$ cat src/rtl/fn_sw_pkg.sv
// Shared definitions for the switched logic-function unit and its arbiter.
// Contents: logic op codes and the arbiter FSM state type.
package fn_sw_pkg;

   localparam logic [1:0] OP_AND  = 2'b00;
   localparam logic [1:0] OP_OR   = 2'b01;
   localparam logic [1:0] OP_XOR  = 2'b10;
   localparam logic [1:0] OP_XNOR = 2'b11;

   typedef enum logic [1:0] {
      IDLE = 2'b00,
      EXEC = 2'b01,
      RESP = 2'b10
   } state_t;

endpackage

$ cat src/rtl/fn_sw_core.sv
// Purely combinational W-bit two-operand logic unit.
// Ports: a, b - operands; sel - op code (AND/OR/XOR/XNOR); y - result.
module fn_sw_core
   import fn_sw_pkg::*;
#(
   parameter int unsigned W = 8
) (
   input  logic [W-1:0] a,
   input  logic [W-1:0] b,
   input  logic [1:0]   sel,
   output logic [W-1:0] y
);

   always_comb begin
      y = '0;
      case (sel)
         OP_AND:  y = a & b;
         OP_OR:   y = a | b;
         OP_XOR:  y = a ^ b;
         OP_XNOR: y = ~(a ^ b);
         default: y = '0;
      endcase
   end

endmodule

$ cat src/rtl/fn_sw_arb.sv
// Round-robin front end sharing one fn_sw_core among NREQ requesters.
// One operation in flight; result registered and tagged with requester id.
// Ports: clk, rst_n (async, active low); req_valid/req_ready per requester;
//        req_a/req_b (W bits each, requester i at [i*W +: W]);
//        req_sel (2 bits each); rsp_valid/rsp_ready/rsp_y/rsp_id response side;
//        done_cnt - saturating completed-transaction count.
// Build option: define FN_SW_ARB_CNT_EN to add the done_cnt port and counter.
module fn_sw_arb
   import fn_sw_pkg::*;
#(
   parameter  int unsigned W    = 8,
   parameter  int unsigned NREQ = 2,
   localparam int unsigned IDW  = $clog2(NREQ)
) (
   input  logic              clk,
   input  logic              rst_n,
   input  logic [NREQ-1:0]   req_valid,
   output logic [NREQ-1:0]   req_ready,
   input  logic [NREQ*W-1:0] req_a,
   input  logic [NREQ*W-1:0] req_b,
   input  logic [NREQ*2-1:0] req_sel,
   output logic              rsp_valid,
   input  logic              rsp_ready,
   output logic [W-1:0]      rsp_y,
   output logic [IDW-1:0]    rsp_id
`ifdef FN_SW_ARB_CNT_EN
   ,
   output logic [15:0]       done_cnt
`endif
);

   state_t         state_q, state_d;
   logic [IDW-1:0] last_gnt_q;
   logic [IDW-1:0] gnt_idx;
   logic           gnt_any;
   logic [W-1:0]   gnt_a, gnt_b;
   logic [1:0]     gnt_sel;
   logic           accept, load_rsp, fire;
   logic [W-1:0]   a_q, b_q;
   logic [1:0]     sel_q;
   logic [IDW-1:0] id_q;
   logic [W-1:0]   y_c;

   // Round-robin search starting just after the last winner; also muxes its operands.
   always_comb begin
      gnt_any = 1'b0;
      gnt_idx = '0;
      gnt_a   = '0;
      gnt_b   = '0;
      gnt_sel = '0;
      for (int unsigned k = 1; k <= NREQ; k++) begin
         int unsigned idx;
         idx = (32'(last_gnt_q) + k) % NREQ;
         if (!gnt_any && req_valid[IDW'(idx)]) begin
            gnt_any = 1'b1;
            gnt_idx = IDW'(idx);
            gnt_a   = W'(req_a >> (idx * W));
            gnt_b   = W'(req_b >> (idx * W));
            gnt_sel = 2'(req_sel >> (idx * 2));
         end
      end
   end

   // Next-state and handshake decode.
   always_comb begin
      state_d   = state_q;
      req_ready = '0;
      accept    = 1'b0;
      load_rsp  = 1'b0;
      fire      = 1'b0;
      case (state_q)
         IDLE: begin
            // Gate on rst_n so no grant is advertised while reset is held.
            if (gnt_any && rst_n) begin
               req_ready[gnt_idx] = 1'b1;
               accept             = req_valid[gnt_idx];
               state_d            = EXEC;
            end
         end
         EXEC: begin
            load_rsp = 1'b1;
            state_d  = RESP;
         end
         RESP: begin
            if (rsp_valid && rsp_ready) begin
               fire    = 1'b1;
               state_d = IDLE;
            end
         end
         default: state_d = IDLE;
      endcase
   end

   // State register.
   always_ff @(posedge clk or negedge rst_n) begin
      if (!rst_n) state_q <= IDLE;
      else        state_q <= state_d;
   end

   fn_sw_core #(.W(W)) u_core (
      .a   (a_q),
      .b   (b_q),
      .sel (sel_q),
      .y   (y_c)
   );

   // Capture registers, pointer and response registers.
   always_ff @(posedge clk or negedge rst_n) begin
      if (!rst_n) begin
         last_gnt_q <= IDW'(NREQ - 1);
         a_q        <= '0;
         b_q        <= '0;
         sel_q      <= '0;
         id_q       <= '0;
         rsp_valid  <= 1'b0;
         rsp_y      <= '0;
         rsp_id     <= '0;
      end else begin
         if (accept) begin
            a_q        <= gnt_a;
            b_q        <= gnt_b;
            sel_q      <= gnt_sel;
            id_q       <= gnt_idx;
            last_gnt_q <= gnt_idx;
         end
         if (load_rsp) begin
            rsp_y     <= y_c;
            rsp_id    <= id_q;
            rsp_valid <= 1'b1;
         end else if (fire) begin
            rsp_valid <= 1'b0;
         end
      end
   end

`ifdef FN_SW_ARB_CNT_EN
   logic [15:0] cnt_q;

   // Completed-transaction counter, saturating at all-ones.
   always_ff @(posedge clk or negedge rst_n) begin
      if (!rst_n)                         cnt_q <= '0;
      else if (fire && cnt_q != 16'hFFFF) cnt_q <= cnt_q + 16'd1;
   end

   assign done_cnt = cnt_q;
`endif

endmodule
$ cat config.mk
export PLATFORM = sky130hd
export DESIGN_NAME = fn_sw_arb
export DESIGN_NICKNAME = d
export VERILOG_FILES = /design/src/rtl/fn_sw_pkg.sv /design/src/rtl/fn_sw_core.sv /design/src/rtl/fn_sw_arb.sv
export SDC_FILE = /design/constraint.sdc
export NUM_CORES = 1
export LEC_CHECK = 0
export ABC_AREA = 0
export BUFFER_PORTS_ARGS = -buffer_cell sky130_fd_sc_hd__buf_2
export CORE_UTILIZATION = 25
export DETAILED_ROUTE_END_ITERATION = 8
export PLACE_DENSITY = 0.43
export RECOVER_POWER = 100
export SLEW_MARGIN = 20
export SYNTH_ARGS = -nofsm -noshare
export SYNTH_HDL_FRONTEND = slang
export SYNTH_HIERARCHICAL = 1
export SYNTH_SLANG_ARGS = --single-unit
$ cat constraint.sdc
create_clock -name clk -period 3.3 [get_ports clk]
set_input_delay 0.99 -clock clk [delete_from_list [all_inputs] [get_ports clk]]
set_output_delay 0.99 -clock clk [all_outputs]
set_load 0.01 [all_outputs]
==> impl_metrics.ini <==
[timing]
slew_viol_final = 33
slew_headroom_pct = -22.7
setup_viol = 0
final-hold-violation-count = 0
tns_ps = 0
final.setup_skew_ps = 5.45
layout_setup_ws_ps = 338
fin_crit_sh_pct = 89.7
post-route-min-period_ps = 2960
max_freq_mhz = 338
worst_slew_pin_slew_ps = 1840
rsz0062_at_grt = false

[global_routing]
grt_usage_pct = 12.0
grt_pass1_vias = 1460
grt_start_max_net_pins = 33
grt_pass1_wl_um = 7720
gr-total-overflow = 0
antenna_found_initial = 0

[cells_and_area]
area_growth_pct = 18.2
insertedDiodeCount = 0
nFillCells = 850
mostFrequentLayoutCells = buf_2 (39), dfrtp_1 (31), mux2_2 (19), a32o_1 (18), inv_1 (17)
nNetsFinal = 271
fin_util_pct = 31.1
fin_area_um2 = 2440
layout_commonest_cell = buf_2
drive_above_1_share_pct = 34.4

[setup_path]
end_kind = primary output
arrival_ps = 1970
worstSetupPathType = in2out
worstPathRequired_ps = 2310
critPathLaunchType = input pin
cp_max_fo = 4

[route]
post_drt_via_cell_ratio = 4.46
ant_nets = 0
routed_wl_um = 4800
drcViolationCount = 0
wl_per_cell_um = 15.1
drt_iter0_markers = 75
num_vias = 1413
firstDrtPassIters = 4

[clock_network]
clock_sinks = 32
root_buffer = clkbuf_8
htree_levels = 2
clk_pin_slew_worst_paths_ps = 70
cts_tree = done
cts_buffers = 5
postCtsResizedCells = 0
postCtsHoldBufs = 0
clk-insertion-delay-late_ps = 290
clockBufferDepth = 2
post_cts_buffers = 0

[power_and_ir_drop]
vdd_ir_drop_max_mv = 0.242
p_leak_nw = 1.16
powerDensity_nw_per_um2 = 870

[outcome]
violations = capacitance limit, slew limit
status = finished with violations

[yosys]
avgSynthCellArea_um2 = 12.7
synth_area_um2 = 2060
ys_ff_latch = 32
ys_types = 27
synth_warnings = 6
synth_nets = 219
yosysSeqAreaShare_pct = 38.8
synthCells = 162

[die]
coreArea_um2 = 7850
die_w_um = 92.9
fp-row-count = 32
io_pins = 53
dieArea_um2 = 8630
die_y_um = 92.9
start_util_pct = 26.3

[worst_hold_path]
hp-class = reg2reg

[place]
detailed_place.area_um2 = 2380
place_hpwl_um = 3510
place.gp.congestion = 0.783
portBuffers = 52
place_ws_ps = 419

[run]
drv_cap = 1
## final cells by class
| type | count | area (µm²) | share of cell area (%) |
|---|---|---|---|
| flip-flops and latches | 32 | 802 | 32.9 |
| multi-input cells | 101 | 1050 | 43.0 |
| clock inverters | 1 | 30.0 | 1.23 |
| repair buffers | 56 | 267 | 10.9 |
| inverters | 18 | 68.8 | 2.82 |
| clock buffers | 7 | 96.3 | 3.95 |
| well taps | 102 | 128 | 5.23 |
## power breakdown
part | internal [W] | leakage, nW | switching, W | total [W]
sequential | 0.000585 | 0.398 | 0.000207 | 0.000793
combinational | 0.000522 | 0.693 | 0.000387 | 0.000910
clock | 0.000266 | 0.0645 | 0.000154 | 0.000420
total | 0.00137 | 1.16 | 0.000748 | 0.00212
## metal layers
layer  vias up  part of all wire (%)  global-route usage [%]
met3         6                   3.9                    2.55
met2        38                    48                    20.1
met4         0                   1.5                    4.23
met5         -                     0                       0
li1        691                     -                       -
met1       678                    46                    15.2
## synthesized netlist by cell type
library cell	instances	area (µm²)
nor2_1	1	3.75
mux2_4	12	180
mux2i_1	16	160
buf_1	1	3.75
a31oi_1	1	6.26
clkbuf_1	1	3.75
a21o_1	2	15.0
buf_6	2	22.5
buf_8	1	15.0
buf_12	2	40.0
a21oi_1	3	15.0
o21ai_2	1	8.76
mux2_1	4	45.0
mux2_2	19	214
a32o_1	18	180
nor2b_1	2	12.5
buf_2	4	20.0
nand2_1	2	7.51
dfrtp_1	31	776
nand2b_1	1	6.26
inv_1	17	63.8
a21boi_1	1	7.51
and2_1	1	6.26
ha_1	16	200
dfstp_2	1	26.3
nor3b_4	1	18.8
inv_4	1	6.26
## path summary, 6_finish.rpt
path                            start            to  slack [ps]  depth (start not counted)
hold / removal               rsp_y[4]      rsp_y[4]         490                          1
hold reg to reg              rsp_y[4]      rsp_y[4]         490                          1
max in group asynchronous       rst_n        rsp_id         770                          2
setup reg to reg           state_q[1]        a_q[0]        1000                          4
min in group asynchronous       rst_n      rsp_y[5]        1470                          2
setup / recovery                rst_n  req_ready[0]         340                          5
## logic make-up after synthesis
group / count (synthesis) / share of synthesized area (%)
flops: 32 / 38.8
simple gates: 8 / 2.67
mux: 51 / 29.0
buf+inv: 29 / 8.48
compound gates: 26 / 11.3
fa+ha+maj: 16 / 9.70
## worst max-delay path, cell delays in order
cell	delay, ps
clkbuf_1	210
nor3b_4	290
o21ai_0	200
nor2_1	140
clkbuf_1	150
## metrics by stage
stage | hold slack, ps | total power, W | cells
after floorplan | 446 | 0.00160 | 162
after detailed placement | 474 | 0.00182 | 309
after global placement | 479 | 0.00180 | 309
after global routing | 506 | 0.00232 | 317
after CTS | 491 | 0.00225 | 317
final | 486 | 0.00212 | 317
## sequential cells by signal, summed over array words and instances, names as in the netlist
signal	count
a_q	8
b_q	8
id_q	1
last_gnt_q	1
rsp_id	1
rsp_valid	1
rsp_y	8
sel_q	2
state_q	2
Note: power is estimated with default switching activity, not from simulation.
